===== src/rtl/mem_scheduler_pkg.sv =====
// Shared types and constants for the memory scheduler.
// Holds FSM state codes, owner codes, IO base and the fetch width code.
package mem_scheduler_pkg;

    typedef enum logic [1:0] {
        ST_IDLE  = 2'd0,
        ST_ISSUE = 2'd1,
        ST_WAIT  = 2'd2
    } state_t;

    typedef enum logic [1:0] {
        OWN_IF = 2'd0,
        OWN_DM = 2'd1,
        OWN_PF = 2'd2
    } owner_t;

    localparam logic [31:0] IO_BASE    = 32'h0003_0000;
    localparam logic [2:0]  WIDTH_WORD = 3'b100;
    localparam logic [1:0]  STARVE_MAX = 2'd2;

endpackage


===== src/rtl/mem_scheduler_pf_buffer.sv =====
// pf_buffer: single-entry prefetch buffer with hit compare and invalidate.
// Ports: clk/rst/rdy, lookup addr -> o_hit/o_data, issue/done of a prefetch,
//        flush and store-invalidate (word address) inputs.
module pf_buffer
    import mem_scheduler_pkg::*;
(
    input  logic        clk,
    input  logic        rst,
    input  logic        rdy,
    input  logic [31:0] i_lookup_addr,
    input  logic        i_flush,
    input  logic        i_issue,
    input  logic [31:0] i_issue_addr,
    input  logic        i_done,
    input  logic [31:0] i_done_data,
    input  logic        i_st_inv,
    input  logic [29:0] i_st_word,
    output logic        o_hit,
    output logic [31:0] o_data
);

    logic        r_valid;
    logic [31:0] r_addr;
    logic [31:0] r_data;
    logic [31:0] r_fl_addr;
    logic        r_killed;

    assign o_hit  = r_valid && (i_lookup_addr == r_addr);
    assign o_data = r_data;

    always_ff @(posedge clk) begin
        if (rst) begin
            r_valid   <= 1'b0;
            r_addr    <= 32'd0;
            r_data    <= 32'd0;
            r_fl_addr <= 32'd0;
            r_killed  <= 1'b0;
        end else if (rdy) begin
            if (i_issue) begin
                r_fl_addr <= i_issue_addr;
                r_killed  <= 1'b0;
            end
            // A killed prefetch still runs to completion but is discarded.
            if (i_done && !r_killed && !i_flush) begin
                r_valid <= 1'b1;
                r_addr  <= r_fl_addr;
                r_data  <= i_done_data;
            end
            if (i_flush) begin
                r_valid  <= 1'b0;
                r_killed <= 1'b1;
            end
            if (i_st_inv) begin
                if (i_st_word == r_addr[31:2]) begin
                    r_valid <= 1'b0;
                end
                if (i_st_word == r_fl_addr[31:2]) begin
                    r_killed <= 1'b1;
                end
            end
        end
    end

endmodule


===== src/rtl/mem_scheduler.sv =====
// mem_scheduler: arbitrates fetch, data and prefetch onto one byte-serial accesser.
// Ports: clk/rst/rdy, if_* fetch port, dm_* data port, acc_* accesser port.
module mem_scheduler
    import mem_scheduler_pkg::*;
(
    input  logic        clk,
    input  logic        rst,
    input  logic        rdy,
    input  logic        if_req,
    input  logic [31:0] if_addr,
    input  logic        if_flush,
    output logic        if_ack,
    output logic [31:0] if_data,
    input  logic        dm_req,
    input  logic        dm_we,
    input  logic [2:0]  dm_width,
    input  logic [31:0] dm_addr,
    input  logic [31:0] dm_wdata,
    output logic        dm_ack,
    output logic [31:0] dm_rdata,
    output logic        acc_re,
    output logic        acc_we,
    output logic [2:0]  acc_width,
    output logic [31:0] acc_addr,
    output logic [31:0] acc_wdata,
    input  logic        acc_busy,
    input  logic [31:0] acc_rdata
);

    state_t      r_state;
    state_t      w_next;
    owner_t      r_owner;
    logic        r_dm_st;
    logic        r_acc_re;
    logic        r_acc_we;
    logic [2:0]  r_acc_width;
    logic [31:0] r_acc_addr;
    logic [31:0] r_acc_wdata;
    logic        r_if_ack;
    logic        r_dm_ack;
    logic [31:0] r_if_data;
    logic [31:0] r_dm_rdata;
    logic [1:0]  r_starve;
    logic        r_pf_tgt_v;
    logic [31:0] r_pf_tgt;

    logic        w_hold;
    logic        w_arb;
    logic        w_hit_raw;
    logic        w_hit;
    logic        w_if_hit;
    logic        w_if_miss;
    logic        w_force_if;
    logic        w_gnt_dm;
    logic        w_gnt_if;
    logic        w_gnt_pf;
    logic        w_done;
    logic        w_if_done;
    logic        w_pf_done;
    logic        w_st_inv;
    logic        w_if_cpl;
    logic        w_pf_ok;
    logic [31:0] w_cpl_addr;
    logic [31:0] w_pf_data;

    // Requesters still hold req during their ack cycle; skip
    // arbitration then so a finished request is never re-granted.
    assign w_hold     = r_if_ack | r_dm_ack;
    assign w_arb      = (r_state == ST_IDLE) & ~w_hold;
    assign w_hit      = w_hit_raw & ~if_flush;
    assign w_if_hit   = w_arb & if_req & w_hit;
    assign w_if_miss  = if_req & ~w_hit;
    assign w_force_if = (r_starve == STARVE_MAX) & w_if_miss;
    assign w_gnt_dm   = w_arb & dm_req & ~w_force_if;
    assign w_gnt_if   = w_arb & w_if_miss & (~dm_req | w_force_if);
    assign w_gnt_pf   = w_arb & ~dm_req & ~if_req & r_pf_tgt_v & ~if_flush;
    assign w_done     = (r_state == ST_WAIT) & ~acc_busy;
    assign w_if_done  = w_done & (r_owner == OWN_IF);
    assign w_pf_done  = w_done & (r_owner == OWN_PF);
    assign w_st_inv   = w_gnt_dm & dm_we;
    assign w_if_cpl   = w_if_done | w_if_hit;
    assign w_cpl_addr = w_if_done ? r_acc_addr : if_addr;
    // A < IO_BASE-4 is A+4 < IO_BASE without wrap-around at the top.
    assign w_pf_ok    = w_cpl_addr < (IO_BASE - 32'd4);

    pf_buffer u_pf (
        .clk          (clk),
        .rst          (rst),
        .rdy          (rdy),
        .i_lookup_addr(if_addr),
        .i_flush      (if_flush),
        .i_issue      (w_gnt_pf),
        .i_issue_addr (r_pf_tgt),
        .i_done       (w_pf_done),
        .i_done_data  (acc_rdata),
        .i_st_inv     (w_st_inv),
        .i_st_word    (dm_addr[31:2]),
        .o_hit        (w_hit_raw),
        .o_data       (w_pf_data)
    );

    always_comb begin
        w_next = r_state;
        unique case (r_state)
            ST_IDLE: begin
                if (w_gnt_dm | w_gnt_if | w_gnt_pf) begin
                    w_next = ST_ISSUE;
                end
            end
            ST_ISSUE: w_next = ST_WAIT;
            ST_WAIT: begin
                if (!acc_busy) begin
                    w_next = ST_IDLE;
                end
            end
            default: w_next = ST_IDLE;
        endcase
    end

    always_ff @(posedge clk) begin
        if (rst) begin
            r_state <= ST_IDLE;
        end else if (rdy) begin
            r_state <= w_next;
        end
    end

    always_ff @(posedge clk) begin
        if (rst) begin
            r_owner     <= OWN_IF;
            r_dm_st     <= 1'b0;
            r_acc_re    <= 1'b0;
            r_acc_we    <= 1'b0;
            r_acc_width <= 3'b000;
            r_acc_addr  <= 32'd0;
            r_acc_wdata <= 32'd0;
            r_if_ack    <= 1'b0;
            r_dm_ack    <= 1'b0;
            r_if_data   <= 32'd0;
            r_dm_rdata  <= 32'd0;
            r_starve    <= 2'd0;
            r_pf_tgt_v  <= 1'b0;
            r_pf_tgt    <= 32'd0;
        end else if (rdy) begin
            r_if_ack <= 1'b0;
            r_dm_ack <= 1'b0;

            if (r_state == ST_ISSUE) begin
                r_acc_re <= 1'b0;
                r_acc_we <= 1'b0;
            end

            unique case (1'b1)
                w_gnt_dm: begin
                    r_owner     <= OWN_DM;
                    r_dm_st     <= dm_we;
                    r_acc_re    <= ~dm_we;
                    r_acc_we    <= dm_we;
                    r_acc_width <= dm_width;
                    r_acc_addr  <= dm_addr;
                    r_acc_wdata <= dm_wdata;
                end
                w_gnt_if: begin
                    r_owner     <= OWN_IF;
                    r_acc_re    <= 1'b1;
                    r_acc_we    <= 1'b0;
                    r_acc_width <= WIDTH_WORD;
                    r_acc_addr  <= if_addr;
                end
                w_gnt_pf: begin
                    r_owner     <= OWN_PF;
                    r_acc_re    <= 1'b1;
                    r_acc_we    <= 1'b0;
                    r_acc_width <= WIDTH_WORD;
                    r_acc_addr  <= r_pf_tgt;
                end
                default: ;
            endcase

            // Buffer hit is served alongside any DM grant this cycle.
            if (w_if_hit) begin
                r_if_ack  <= 1'b1;
                r_if_data <= w_pf_data;
            end

            if (w_done) begin
                unique case (r_owner)
                    OWN_IF: begin
                        r_if_ack  <= 1'b1;
                        r_if_data <= acc_rdata;
                    end
                    OWN_DM: begin
                        r_dm_ack <= 1'b1;
                        if (!r_dm_st) begin
                            r_dm_rdata <= acc_rdata;
                        end
                    end
                    default: ;
                endcase
            end

            if (w_gnt_if | w_if_hit) begin
                r_starve <= 2'd0;
            end else if (w_gnt_dm) begin
                if (!w_if_miss) begin
                    r_starve <= 2'd0;
                end else if (r_starve != STARVE_MAX) begin
                    r_starve <= r_starve + 2'd1;
                end
            end

            if (if_flush) begin
                r_pf_tgt_v <= 1'b0;
            end else if (w_if_cpl) begin
                r_pf_tgt_v <= w_pf_ok;
                r_pf_tgt   <= w_cpl_addr + 32'd4;
            end else if (w_gnt_pf) begin
                r_pf_tgt_v <= 1'b0;
            end
        end
    end

    assign if_ack    = r_if_ack;
    assign if_data   = r_if_data;
    assign dm_ack    = r_dm_ack;
    assign dm_rdata  = r_dm_rdata;
    assign acc_re    = r_acc_re;
    assign acc_we    = r_acc_we;
    assign acc_width = r_acc_width;
    assign acc_addr  = r_acc_addr;
    assign acc_wdata = r_acc_wdata;

endmodule


===== config.mk =====
export PLATFORM = sky130hd
export DESIGN_NAME = mem_scheduler
export DESIGN_NICKNAME = d
export VERILOG_FILES = /design/src/rtl/mem_scheduler_pkg.sv /design/src/rtl/mem_scheduler_pf_buffer.sv /design/src/rtl/mem_scheduler.sv
export SDC_FILE = /design/constraint.sdc
export NUM_CORES = 1
export LEC_CHECK = 0
export CORE_MARGIN = 1
export CORE_UTILIZATION = 45
export CTS_BUF_LIST = sky130_fd_sc_hd__clkbuf_16
export CTS_CLUSTER_SIZE = 40
export DETAILED_ROUTE_END_ITERATION = 10
export PLACE_DENSITY_LB_ADDON = 0.05
export SYNTH_ARGS = -nofsm -noshare
export SYNTH_HDL_FRONTEND = slang
export SYNTH_SLANG_ARGS = --single-unit

===== constraint.sdc =====
create_clock -name clk -period 7.5 [get_ports clk]
set_input_delay 1.125 -clock clk [delete_from_list [all_inputs] [get_ports clk]]
set_output_delay 1.125 -clock clk [all_outputs]
set_load 0.05 [all_outputs]

## Word-level counts from Yosys, hierarchy flattened

Cells that the tools add are included.

| storage, ports and cells | value |
|---|---|
| input bits | 139 |
| register bits after elaboration | 273 |
| output and inout bits | 135 |
| word-level logic and storage cells | 125 |

| cells by class | value |
|---|---|
| muxes and demuxes | 33 |
| equality and inequality tests | 12 |
| bitwise operators | 33 |
| reduce and logical (&&, ||, !) cells | 24 |
| $lt $le $gt $ge | 1 |
| add/subtract/negate cells | 2 |

Operators by type and width:

| kind | count |
|---|---|
| $mux 32 | 4 |
| $pmux 32 s3 | 1 |
| $eq 30x30->1 | 2 |
| $add 32x3->32 const B | 1 |
| $eq 32x32->1 | 1 |
| $lt 32x18->1 const B | 1 |
| $and 1x1->1 | 18 |
| $mux 1 | 17 |
| $reduce_and 2->1 | 7 |
| $mux 2 | 6 |
| $pmux 2 s3 | 2 |
| $not 1->1 | 9 |
| $reduce_and 3->1 | 3 |
| $reduce_bool 3->1 | 3 |
| $eq 2x2->1 const B | 3 |
| $or 1x1->1 | 6 |
| $pmux 3 s2 | 1 |
| $eq 2x1->1 const B | 2 |
| $logic_not 2->1 | 2 |
| $ne 2x2->1 const B | 2 |
| $pmux 1 s2 | 2 |
| $reduce_and 4->1 | 1 |
| $reduce_bool 2->1 | 2 |
| $logic_and 1x1->1 | 3 |
| other kinds (5) | 6 |

## Longest topological paths before layout

Gate-level depths: netlist of the first run.

| depth | value |
|---|---|
| depth in word-level cells | 12 |
| gate-level depth with buffers | 18 |
| depth with buffers taken out | 12 |

## Hierarchy

From an unflattened synthesis of the first run, not the netlist that was laid out.

| second synthesis, totals | value |
|---|---|
| cells, all modules | 1634 |
| area, all modules | 12986.2 µm² |

By module, submodules not included:

| module | times used | seq. area each (µm²) | area each (µm²) | cells each |
|---|---|---|---|---|
| mem_scheduler | 1 | 3503.4 | 8529.4 | 1082 |
| pf_buffer | 1 | 1961.9 | 4456.8 | 552 |

## Least setup slack after synthesis of the first run

OpenSTA, ideal clock, no wires.

| path | value |
|---|---|
| path type | input to register |
| start point | input acc_busy |
| end point | register r_pf_tgt[20] |
| required time | 7.375 ns |
| slack | 3.562 ns |
| path buffers | 5 |
| stages on the path | 17 |
| data arrival time | 3.813 ns |
| library setup time | 0.125 ns |
| cell sequence | nor4b_4 nand2_1 buf_2 buf_2 buf_2 buf_2 nand2_1 nand2_1 ha_1 nand2_1 a21oi_1 a31oi_1 clkbuf_1 nor4b_1 xor2_1 mux2i_1 o21ai_1 |

| between the ends | value |
|---|---|
| cells in the longest elaborated chain, start to end | 5 |
| elaborated cells between the ends (all ways) | 7 |
| classes of those cells | 1 x add/sub; 1 x mux; 4 x bitwise; 1 x reduce/logical |

Ends and longest elaborated chain:

| item | RTL line | RTL |
|---|---|---|
| start, declared | mem_scheduler.sv:26 | `input logic acc_busy,` |
| $not 1->1 (*) | mem_scheduler.sv:77 | `assign w_done = (r_state == ST_WAIT) & ~acc_busy;` |
| $and 1x1->1 (*) | mem_scheduler.sv:77 |  |
| $and 1x1->1 (*) | mem_scheduler.sv:78 | `assign w_if_done = w_done & (r_owner == OWN_IF);` |
| $mux 32 or $or 1x1->1 (tied branches) | mem_scheduler.sv:82, mem_scheduler.sv:81 |  |
| $add 32x3->32 or $reduce_and 3->1 (tied branches) | - |  |
| end signal, assigned | mem_scheduler.sv:216 | `r_pf_tgt <= w_cpl_addr + 32'd4;` |
| end, declared | mem_scheduler.sv:45 | `logic [31:0] r_pf_tgt;` |

Mark *: on every way between the ends. The rest lies on a longest branch, timed or not.
A chain may end at the register's enable or synchronous reset.

## Worst setup path in the final report of the first run

| path | value |
|---|---|
| start point | input if_addr[24] |
| end point | register r_acc_addr[18], in the netlist acc_addr[18] |

| between the ends | value |
|---|---|
| cells in the longest elaborated chain, start to end | 10 |
| elaborated cells between the ends (all ways) | 14 |
| classes of those cells | 1 x eq/ne; 1 x mux; 9 x bitwise; 3 x reduce/logical |

Ends and longest elaborated chain:

| item | RTL line | RTL |
|---|---|---|
| start, declared | mem_scheduler.sv:10 | `input logic [31:0] if_addr,` |
| $eq 32x32->1 (*) | mem_scheduler_pf_buffer.sv:28 | `assign o_hit = r_valid && (i_lookup_addr == r_addr);` |
| $logic_and 1x1->1 (*) | mem_scheduler_pf_buffer.sv:28 |  |
| $and 1x1->1 (*) | mem_scheduler.sv:70 | `assign w_hit = w_hit_raw & ~if_flush;` |
| $not 1->1 (*) | mem_scheduler.sv:72 | `assign w_if_miss = if_req & ~w_hit;` |
| $and 1x1->1 (*) | mem_scheduler.sv:72 |  |
| $and 1x1->1 | mem_scheduler.sv:73 | `assign w_force_if = (r_starve == STARVE_MAX) & w_if_miss;` |
| $or 1x1->1 or $not 1->1 (tied branches) | mem_scheduler.sv:75, mem_scheduler.sv:74 |  |
| $and 1x1->1 (on tied branches) | mem_scheduler.sv:75, mem_scheduler.sv:74 |  |
| $reduce_bool 3->1 (no line) | - |  |
| $reduce_and 2->1 (no line) | - |  |
| end signal, assigned | mem_scheduler.sv:160 | `r_acc_addr <= dm_addr;` |
| end signal, assigned | mem_scheduler.sv:168 | `r_acc_addr <= if_addr;` |
| end signal, assigned | mem_scheduler.sv:175 | `r_acc_addr <= r_pf_tgt;` |
| end, declared | mem_scheduler.sv:37 | `logic [31:0] r_acc_addr;` |

Marked as above.

==> results of run 1 <==
## cells by family (layout without fill, tap and decap cells)
| family | Yosys count | after routing | synth area share (%) |
|---|---|---|---|
| AOI/OAI and AO/OA | 350 | 350 | 17.4 |
| xor gates and xnor gates | 120 | 120 | 8.31 |
| buffers and inverters | 119 | 354 | 4.17 |
| adders and majority gates | 2 | 2 | 0.198 |
| and+or+nand+nor | 619 | 619 | 21.9 |
| DFF | 273 | 273 | 43.2 |
| muxes | 61 | 61 | 4.85 |
## path summary, 6_finish.rpt
check	startpoint	to	slack, ns	depth (start not counted)
worst max-delay path	if_addr[24]	acc_addr[18]	2.84	9
worst min-delay path	dm_rdata[25]	dm_rdata[25]	0.45	2
worst max register to register	r_owner[1]	r_pf_tgt[24]	3.57	13
worst min register to register	dm_rdata[25]	dm_rdata[25]	0.45	2
## Yosys cell counts (12+ instances only)
library cell  number
o21ai_0           21
nor2_1           114
a211oi_1          66
a21oi_1          165
clkbuf_1          81
nand2_1          354
nand4_1           34
xnor2_1           68
buf_2             17
xor2_1            52
nand3b_1          15
nand3_1           19
and3_1            12
nor4_1            22
dfxtp_1          273
a221oi_1          34
o22ai_1           33
mux2i_1           59
## sequential cells by signal (all words and copies together) (netlist names), 2 cells and up
signal / count
acc_addr: 32
acc_wdata: 32
acc_width: 3
dm_rdata: 32
if_data: 32
r_owner: 2
r_pf_tgt: 32
r_starve: 2
r_state: 2
u_pf.o_data: 32
u_pf.r_addr: 32
u_pf.r_fl_addr: 32
## final cells by class
| cell class | instances | area, um^2 | share of cell area [%] |
|---|---|---|---|
| Clock buffer | 31 | 776 | 4.70 |
| Clock inverter | 24 | 206 | 1.25 |
| Inverter | 8 | 30.0 | 0.182 |
| Multi-Input combinational cell | 1152 | 6700 | 40.5 |
| Sequential cell | 273 | 5470 | 33.1 |
| Tap cell | 378 | 473 | 2.86 |
| Timing Repair Buffer | 291 | 2870 | 17.4 |
## metal layers
layer | part of all wire, % | up-vias
met2 | 45 | 533
met1 | 44 | 5867
li1 | - | 5830
met4 | 2.4 | 0
met3 | 8.4 | 79
met5 | 0 | -
## where the power goes
group	leakage [nW]	switching, W	internal [W]
sequential	2.21	0.0000352	0.00148
clock	0.518	0.000598	0.000878
combinational	3.02	0.000312	0.000194
total	5.75	0.000945	0.00256
## through the flow
| stage | std cells | util [%] | power [W] |
|---|---|---|---|
| 4_1_cts | 2157 | 59.6 | 0.00352 |
| 6_report | 2157 | 59.6 | 0.00350 |
| 5_1_grt | 2157 | 59.6 | 0.00362 |
| 3_3_place_gp | 2102 | 56.1 | 0.00205 |
| 3_5_place_dp | 2102 | 56.1 | 0.00205 |
| 2_1_floorplan | 1544 | - | 0.00183 |
## critical path, delay by kind of cell
kind / cells / cell delay (ns)
buffers and inverters: 2 / 1.05
and+or+nand+nor: 2 / 0.68
xor gates and xnor gates: 1 / 0.34
AOI/OAI and AO/OA: 4 / 1.91
==> summary.md, run 1 <==
| Metric | Value |
|---|---|
| Status | complete, no violations |
| Die W | 170 um |
| DP Area | 15500 um^2 |
| Grt met2 use | 45.6% |
| Slowest cell on crit path | o31ai_4 |
| Met3 global-route usage | 5.20% |
| CP Data Required Time | 7.95 ns |
| Leakage power | 5.75 nW |
| Avg Cell Area, Syn | 8.20 um^2 |
| Yosys warnings | 0 |
| Yosys cell types | 61 |
| Port bufs | 273 |
| Cells along the critical path | clkdlybuf4s50_1 -> xnor2_1 -> nand4_1 -> or4_1 -> o31a_1 -> o31ai_4 -> buf_4 -> a221oi_1 -> a221oi_1 |
| Met1 Usage GRT | 41.6% |
| Hold_ws | 0.451 ns |
| Cells after Synth | 1544 |
| Most frequent cells in the layout | nand2_1, dfxtp_1, clkdlybuf4s50_1 |
| CTS clock-pin slew for the worst setup and hold paths | 0.06 ns |
| Crit-path max cell delay | 1.03 ns |
| CTS Hold Buffers Added | 0 |
| Top cells by area, synth | dfxtp_1, nand2_1, a21oi_1 |
| CP Class | input port to flip-flop |
| CTS H-tree depth | 1 |
| Core ar. | 27700 um^2 |
| Max Slew Vio Count | 0 |
| Gp weighted congestion | 1.01 |
| Fin area | 16500 um^2 |
| Final setup margin | 2.84 ns |
| GR Overflow Total | 0 |
| Root Buffer | clkbuf_16 |
| Fin crit share | 62.2% |
| Worst min path class | flip-flop to flip-flop |
| Global-route wire length before repair | 66.4 mm |
| Actual slew at the worst max-slew pin | 1.18 ns |
| Num rows | 61 |
| Most Used Layer, Global Route | met2 |
| Post-synthesis register bit count | 273 |
| IO Count | 274 |
| RSZ-0062 raised after global routing | false |
| Setup bufs post-CTS | 0 |
| Vias | 12300 |
| Setup TNS | 0 ns |
| Main synth FF type | dfxtp_1 |
| Min Tclk post-route | 4.66 ns |
| Pwr dens | 212 nW/um^2 |
| Async SR Flop Fraction | 0% |
| Clock skew | 0.0178 ns |
| EDFF count, synth | 0 |
| Total die area | 28800 um^2 |
| Max-cap violations | 0 |
| Peak supply drop | 0.157 mV |
| DRT Pass-1 Iters | 5 |
| Fmax | 214 MHz |
| DR WL/cell | 20.1 um |
| GRT Total Usage | 29.5% |
| CP max FO | 22 |
| Top cell type's share of synthesized area | 43.2% |
| Final count of hold timing violations | 0 |
| Cell taking the most area after synthesis | dfxtp_1 |
| Setup Viol. Count Final | 0 |
| Post-route ant nets | 0 |
| Clk_lat worst skew | 0.56 ns |
| CP endpoint kind | flip-flop |
| Total CTS buffers | 31 |
| Relative slew slack | 21.4% |
| Syn Std Cell Area | 12700 um^2 |
| Resized cells post-CTS | 0 |
| Violation count after the first detailed-route iteration | 1160 |
| Most common cell on crit path | a221oi_1 |
| Post-synthesis sequential area ratio | 43.2% |
| Nets | 1898 |
| Clock Path Buffers | 3 |
| Routed WL | 43.3 mm |
| Antenna violations before repair | 0 |
| Vias in the first global route | 11600 |
| CTS tree | built |
| DRC | 0 |
| DP HPWL | 28.4 mm |
| Post-DR vias/cell | 5.71 |
| Worst Path Arrival | 5.11 ns |
| Ant diodes | 0 |
| Nature of the critical path startpoint | input port |
| Layout fillers | 2553 |
| Synth-to-Final Area Change | 30.5% |
| Sink Count | 273 |
| Share of layout cells above drive strength 1 | 4.61% |
| Setup WS pre-CTS | 2.37 ns |
| Chip height | 170 um |
| Commonest non-fill, non-tap cell in the layout | nand2_1 |
| Largest net degree at the start of global routing | 167 |
| Starting density of the core | 45.7% |
| Syn_nets | 1685 |
Note: power is estimated with default switching activity, not from simulation.
==> run 2, diff against run 1 <==
==> constraint.sdc (replaced) <==
create_clock -name clk -period 3.9 [get_ports clk]
set_input_delay 0.585 -clock clk [delete_from_list [all_inputs] [get_ports clk]]
set_output_delay 0.585 -clock clk [all_outputs]
set_load 0.05 [all_outputs]
==> run 2 against run 1 <==
Die area did not move. Hold slack got worse by 0.0012 ns. Critical endpoint is now r_pf_tgt[18]. Flip-flop and latch count did not move. Count of clock-buffer cells in the layout fell by 1. Total power rose by 89%. Worst setup slack got worse by 2.2 ns. Final area rose by 2.2%. Combinational power rose by 100%. Routed wire length rose by 0.34%.
==> summary.md, run 2 (synthesized netlist as in run 1, its figures left out) <==
| Metric | Value |
|---|---|
| Hold path depth | 2 |
| Relative slew slack | 15.0% |
| Global-route wire length before repair | 66.3 mm |
| Max Slew Vio Count | 0 |
| CP max FO | 7 |
| Setup TNS | 0 ns |
| Utilization after layout | 60.9% |
| CTS clock-pin slew for the worst setup and hold paths | 0.06 ns |
| RSZ-0062 raised after global routing | false |
| DRC | 0 |
| FF-to-FF End | r_pf_tgt[18] |
| Gp weighted congestion | 0.940 |
| Most common cell on crit path | nand2_1 |
| Num rows | 61 |
| CP endpoint kind | flip-flop |
| Commonest non-fill, non-tap cell in the layout | nand2_1 |
| DR WL/cell | 19.7 um |
| DP HPWL | 30.0 mm |
| Pwr Total | 0.00662 W |
| Nets | 1939 |
| Resized cells post-CTS | 0 |
| Status | complete, no violations |
| Clk_lat worst skew | 0.58 ns |
| Clock skew | 0.0370 ns |
| Pwr dens | 392 nW/um^2 |
| Reg2reg setup slack | 0.71 ns |
| Fin crit share | 84.1% |
| Hold Path Sink | u_pf.o_data[27] |
| Total die area | 28800 um^2 |
| Most frequent cells in the layout | nand2_1, dfxtp_1, clkdlybuf4s50_1 |
| CP Data Required Time | 4.34 ns |
| DRT Pass-1 Iters | 5 |
| Vias | 12500 |
| IO Count | 274 |
| Setup Viol. Count Final | 0 |
| Reg2reg path depth | 14 |
| Total CTS buffers | 30 |
| Nature of the critical path startpoint | input port |
| Setup bufs post-CTS | 0 |
| Worst path depth | 15 |
| Max-cap violations | 0 |
| Final count of hold timing violations | 0 |
| Leakage power | 5.95 nW |
| Non-Filler Instances | 2200 |
| GRT Total Usage | 29.4% |
| Hold_sp | u_pf.o_data[27] |
| CTS Hold Buffers Added | 0 |
| Core ar. | 27700 um^2 |
| Chip height | 170 um |
| Ant diodes | 0 |
| Reg2reg start | r_owner[0] |
| Layout fillers | 2469 |
| Root Buffer | clkbuf_16 |
| GR Overflow Total | 0 |
| Port bufs | 273 |
| Worst min path class | flip-flop to flip-flop |
| Antenna violations before repair | 0 |
| Vias in the first global route | 11700 |
| CP Buf/Inv Count | 3 |
| Starting density of the core | 45.7% |
| Fmax | 305 MHz |
| Min Tclk post-route | 3.28 ns |
| Post-DR vias/cell | 5.69 |
| Clock Path Buffers | 3 |
| Synth-to-Final Area Change | 33.4% |
| Post-route ant nets | 0 |
| Die W | 170 um |
| CP Class | input port to flip-flop |
| CTS H-tree depth | 1 |
| Crit-path max cell delay | 0.92 ns |
| Kind of cell adding the most delay to the critical path | compound AO/OA/AOI/OAI gates |
| Slowest cell on crit path | a31oi_1 |
| Actual slew at the worst max-slew pin | 1.27 ns |
| Violation count after the first detailed-route iteration | 1109 |
| Peak supply drop | 0.282 mV |
| Routed WL | 43.4 mm |
| DP Cell Count | 2144 |
| Sink Count | 273 |
| CTS tree | built |
| Worst Path Arrival | 3.72 ns |
| Share of layout cells above drive strength 1 | 6.48% |
| Cells along the critical path | clkdlybuf4s50_1 -> nor4b_4 -> buf_4 -> nand2_4 -> nand2_1 -> nand2_1 -> ha_1 -> nand2_1 -> a21oi_1 -> a31oi_1 -> buf_4 -> nor4_1 -> xor2_1 -> mux2i_1 -> o21ai_0 |
| Largest net degree at the start of global routing | 126 |
==> run 2: changes by cell type in the layout (fill, tap and decap cells not counted), sizes merged <==
| cell | change |
|---|---|
| inv | -3 |
| buf | +42 |
| clkbuf | -1 |
| clkinv | +7 |
| bufinv | -2 |
==> run 2: area by class of cell <==
class                      instances  area [um^2]  share of cell area (%)
timing repair buffer             333         3300                    19.5
inverter                           8         30.0                   0.178
multi-input combinational       1152         6690                    39.7
clock buffer                      30          751                    4.45
sequential                       273         5470                    32.4
tap                              378          473                    2.80
clock inverter                    26          168                   0.993
==> run 2: how the worst max path moves through the flow <==
stage                              end     start  slack [ns]
final                     r_pf_tgt[18]  acc_busy        0.62
after global routing      r_pf_tgt[18]  acc_busy        0.49
after CTS                 r_pf_tgt[18]  acc_busy        0.66
after detailed placement  r_pf_tgt[18]  acc_busy        0.11
after global placement    r_pf_tgt[18]  acc_busy        0.20
after floorplan           r_pf_tgt[20]  acc_busy        0.50
==> run 2: metrics by stage <==
stage / hold WS, ns / setup slack (ns) / cell area (um^2)
final: 0.450 / 0.620 / 16900
after global routing: 0.466 / 0.487 / 16900
after CTS: 0.451 / 0.661 / 16900
after detailed placement: 0.444 / 0.112 / 16000
after global placement: 0.438 / 0.201 / 16000
after floorplan: 0.432 / 0.502 / 12700
==> run 2: tightest hold or removal path, cell delays in order, from the launching register on <==
cell and delay [ns]:
dfxtp_1 0.31, nand2_1 0.05, a21oi_1 0.05
==> run 2: per-layer routing <==
layer / global-route usage [%] / wire (um) / vias up
li1: - / - / 5913
met3: 6.72 / 4460 / 75
met4: 8.50 / 948 / 0
met5: 0 / 0 / -
met2: 45.1 / 19100 / 622
met1: 41.0 / 18900 / 5917
==> run 2: power breakdown <==
part | total, W | switching (W) | internal, W
sequential | 0.00292 | 0.0000687 | 0.00285
combinational | 0.00101 | 0.000608 | 0.000403
clock | 0.00268 | 0.00117 | 0.00152
total | 0.00662 | 0.00184 | 0.00477
==> RTL change 1, RTL diff (flow settings as in run 2) <==
Reset style: asynchronous (`rst`), changed in 3 clocked blocks.
--- a/src/rtl/mem_scheduler_pf_buffer.sv
+++ b/src/rtl/mem_scheduler_pf_buffer.sv
@@ -30,3 +30,3 @@
 
-    always_ff @(posedge clk) begin
+    always_ff @(posedge clk or posedge rst) begin
         if (rst) begin
--- a/src/rtl/mem_scheduler.sv
+++ b/src/rtl/mem_scheduler.sv
@@ -119,3 +119,3 @@
 
-    always_ff @(posedge clk) begin
+    always_ff @(posedge clk or posedge rst) begin
         if (rst) begin
@@ -127,3 +127,3 @@
 
-    always_ff @(posedge clk) begin
+    always_ff @(posedge clk or posedge rst) begin
         if (rst) begin
Behaviour: differs if rst is asserted again (counterexample within 4 cycles, from zero or initial values and one cycle with rst high); with rst held inactive, the same outputs for 4 cycles.
==> RTL change 1 against run 2 <==
Worst setup slack better by 0.12 ns; critical path depth is 6 lower; area after synthesis is 4.8% higher; sequential cell count stayed put; wire length is 2.4% lower; final area is 4.3% higher; die area is 4.7% higher; sequential share of layout area is 6.4 points higher; worst hold slack worse by 0.027 ns; highest routed layer is now met5.
Power is not compared: it rests on default switching activity, and its combinational part moved more than twofold at a synthesized area within 25%.
==> RTL change 1: results (changes against run 2) <==
Setup path
  • Reg2reg start: r_state[0]
  • Data arrival time at the worst-slack endpoint: 3.56 ns (-0.16 ns)
  • Family with the most delay on the worst path: simple AND/OR/NAND/NOR gates
  • Depth of the most critical reg-to-reg path: 8 (-6)
  • Capturing point of the worst reg2reg path: r_pf_tgt_v
  • Peak per-stage delay on the critical path: 0.56 ns (-0.36 ns)
  • Critical path's slowest cell: or4_1
  • Reg-to-reg setup timing slack: 0.88 ns (+0.17 ns)

Yosys
  • Primary FF master, synth: dfrtp_1
  • Net count after synthesis: 1460 (-13%)
  • Most frequent cells after synthesis: 296 x nand2_1, 273 x dfrtp_1, 84 x nor2_1
  • Area share of fa/ha/maj cells after synthesis: 0.189% (-0.0091 points)
  • Unique cell type count in the Yosys netlist: 60 (-1.6%)
  • Share of synthesized registers carrying an async set or reset: 100% (+100 points)

Global route
  • Met2 Resource Use GR: 46.1% (+1.0 points)
  • Overall track demand over capacity in global routing: 28.3% (-1.0 points)
  • M3 GR Usage: 6.67% (-0.050 points)
  • Met1 global-route usage: 37.2% (-3.8 points)
  • Number of global-route vias before repair: 11400 (-3.2%)
  • Initial antenna violation count: 1 (+1)
  • Maximum number of pins on one net before global-route repair: 101 (-20%)

Clocking
  • CTS H-tree depth: 2 (+1)
  • Latest clock arrival within the worst-skew pair: 0.52 ns (-0.06 ns)
  • Clock buffers created by TritonCTS: 34 (+13%)

Run status
  • Outcome: finished clean

Final layout
  • Final Net Count: 1742 (-10%)
  • Share of post-route cells with drive strength above 1: 11.9% (+5.4 points)
  • Number of non-filler instances in the completed layout: 2004 (-8.9%)
  • Number of filler instances in the final layout: 2463 (-0.24%)

Place
  • Placed Instance Area: 16600 um2 (+4.3%)
  • Placed Instances: 1949 (-9.1%)
  • HPWL after detailed placement: 29300 um (-2.4%)
  • Post-placement setup slack: 0.221 ns (+0.109 ns)

Detailed routing
  • Initial DRC Count: 1009 (-9.0%)
  • Routed via count divided by cell count: 5.61 (-1.5%)
  • Detailed-route wire length: 42400 um (-2.4%)

Worst hold path
  • Type of the worst min-delay path: in -> async

STA
  • Final clock skew: 0.0179 ns (-0.0191 ns)
## RTL change 1: cell count changes after synthesis, sizes merged, moves of 19 or more
cell,change
mux2i,-33
o21ai,+19
nor2,-30
dfxtp,-273
a21oi,-95
a211oi,-66
dfrtp,+273
clkbuf,-31
mux2,+97
nand2,-58
## RTL change 1: logic make-up after synthesis
kind of cell    count (synthesis)
compound gates                208
xor+xnor                      126
fa+ha+maj                       2
buf+inv                        87
flops                         273
mux                           125
simple gates                  498
## RTL change 1: worst max path at each step
stage,from,end,slack (ns),cells past startpoint
after floorplan,rst,acc_addr[0],-0.29,1
after global placement,if_addr[11],acc_wdata[24],0.26,9
after detailed placement,if_addr[11],acc_wdata[20],0.22,9
after CTS,if_addr[11],acc_wdata[20],0.75,9
after global routing,if_addr[11],acc_wdata[5],0.71,9
final,if_addr[11],acc_wdata[20],0.74,9
## RTL change 1: through the flow
stage / TNS (ns) / util [%] / total power [uW] / hold slack, ns
2_1_floorplan: -80.37 / - / 8240 / 0.433
3_3_place_gp: 0 / 57.7 / 10500 / 0.446
3_5_place_dp: 0 / 57.7 / 10600 / 0.455
4_1_cts: 0 / 61.0 / 13400 / 0.421
5_1_grt: 0 / 61.0 / 13900 / 0.459
6_report: 0 / 61.0 / 13400 / 0.422
## RTL change 1: layout make-up
class | count | area (um2) | area share, %
Inverter | 13 | 52.6 | 0.298
Tap cell | 384 | 480 | 2.73
Sequential cell | 273 | 6830 | 38.8
Clock buffer | 34 | 851 | 4.83
Clock inverter | 21 | 113 | 0.640
Timing Repair Buffer | 320 | 3190 | 18.1
Multi-Input combinational cell | 959 | 6090 | 34.6
## RTL change 1: layer usage
metal | part of all wire, % | vias to the layer above
li1 | - | 5138
met5 | 0.031 | -
met4 | 3.1 | 2
met1 | 42 | 5587
met3 | 7.9 | 77
met2 | 47 | 437
## RTL change 1: power by group through the flow
stage                     sequential, uW  combinational [uW]  clock, uW
final                               4410                6150       2800
after global routing                4530                6440       2980
after CTS                           4400                6180       2860
after detailed placement            4440                6150          0
after global placement              4410                6110          0
after floorplan                     6680                1560          0
==> RTL change 2, RTL diff (flow settings as in run 2) <==
Made on the original files. Encoding of `owner_t`: now one-hot (3 bits for 3 values).
--- a/src/rtl/mem_scheduler_pkg.sv
+++ b/src/rtl/mem_scheduler_pkg.sv
@@ -10,6 +10,6 @@
 
-    typedef enum logic [1:0] {
-        OWN_IF = 2'd0,
-        OWN_DM = 2'd1,
-        OWN_PF = 2'd2
+    typedef enum logic [2:0] {
+        OWN_IF = 3'b001,
+        OWN_DM = 3'b010,
+        OWN_PF = 3'b100
     } owner_t;
Behaviour: same outputs for any inputs over 4 cycles, from zero or initial values and one cycle with rst high; so few cycles prove little.
==> RTL change 2 against run 2 <==
Worst hold slack got worse by 0.00079 ns; die area rose by 5.2%; worst setup slack improved by 0.077 ns; area after synthesis rose by 5.3%; wire length rose by 4.4%; sequential cell count rose by 1; final area rose by 3.9%; power rose by 1.9%.
==> RTL change 2: results (changes against run 2) <==
Final layout
  • Number of combinational gates with multiple inputs: 1250 (+8.5%)
  • Number of non-filler instances in the completed layout: 2297 (+4.4%)
  • Share of post-route cells with drive strength above 1: 9.30% (+2.8 points)
  • Post-Layout Inst Area: 17500 um2 (+3.9%)
  • Final Net Count: 2031 (+4.7%)
  • Total of plain and repair buffers excluding clock buffers: 323 (-3.0%)
  • Sequential portion of the cell area: 31.3% (-1.1 points)
  • Non-clock buffering overhead in the final layout: 18.5% (-1.1 points)

Yosys
  • Mean instance size in the synthesized netlist: 8.07 um2 (-1.6%)
  • Portion of the post-synthesis area used by sequential elements: 41.2% (-2.0 points)
  • Fraction of synthesized area in multiplexers: 6.64% (+1.8 points)
  • Unique cell type count in the Yosys netlist: 63 (+3.3%)
  • Most frequent cells after synthesis: 404 x nand2_1, 274 x dfxtp_1, 181 x a21oi_1
  • Largest cells by area after synthesis: dfxtp_1 41%, nand2_1 11%, a21oi_1 6.8%

Worst hold path
  • Sink of the worst hold path: u_pf.r_addr[0]

Global route
  • Met2 Resource Use GR: 45.6% (+0.54 points)
  • Maximum number of pins on one net before global-route repair: 93 (-26%)
  • Overall track demand over capacity in global routing: 29.3% (-0.096 points)
  • M3 GR Usage: 5.80% (-0.92 points)
  • Number of global-route vias before repair: 12300 (+4.7%)
  • Global-route wire length before repair: 70700 um (+6.6%)
  • Met1 global-route usage: 40.9% (about the same)

Place
  • Placed Instances: 2242 (+4.6%)
  • Post-placement setup slack: 0.187 ns (+0.0747 ns)
  • Placed Instance Area: 16600 um2 (+3.9%)

Pwr
  • Static Leak: 0.00641 uW (+7.7%)
  • Clock group share of total power: 41.1% (+0.6 points)
  • Worst IR drop on VDD: 0.372 mV (+32%)
  • Combinational group share of total power: 15.5% (+0.2 points)

Run status
  • Outcome: finished clean

Detailed routing
  • Met1 WL: 20400 um (+8.2%)
  • WL met3: 3950 um (-12%)
  • Avg WL per Cell: 19.7 um (about the same)

Setup path
  • Data arrival time at the worst-slack endpoint: 3.64 ns (-0.08 ns)
  • Depth of the most critical reg-to-reg path: 8 (-6)
  • Capturing point of the worst reg2reg path: acc_addr[5]

Clocking
  • Latest clock arrival within the worst-skew pair: 0.56 ns (-0.02 ns)

STA
  • Slew of the pin with the lowest slew margin: 0.864 ns (-0.406 ns)
==> RTL change 2: cell types whose count changed in the layout (fill, tap and decap cells not counted), sizes merged, moves of 17 or more <==
| cell | before | now |
|---|---|---|
| o221a | 0 | 32 |
| a221oi | 34 | 1 |
| o22ai | 34 | 3 |
| a21oi | 166 | 183 |
| nor2b | 4 | 31 |
| a31oi | 6 | 35 |
| mux2 | 2 | 34 |
| a22oi | 3 | 32 |
| xnor2 | 68 | 44 |
| a211oi | 67 | 5 |
| xor2 | 52 | 79 |
| nand3 | 19 | 55 |
| nand2 | 354 | 404 |
| mux2i | 59 | 40 |
==> RTL change 2: worst max-delay path, cell delays in order <==
cell             delay (ns)
clkdlybuf4s50_1        0.44
xor2_1                 0.19
nor4_2                 0.49
nand4_1                0.24
or4_4                  0.68
buf_4                  0.32
and2_1                 0.22
a22o_1                 0.18
o311a_1                0.28
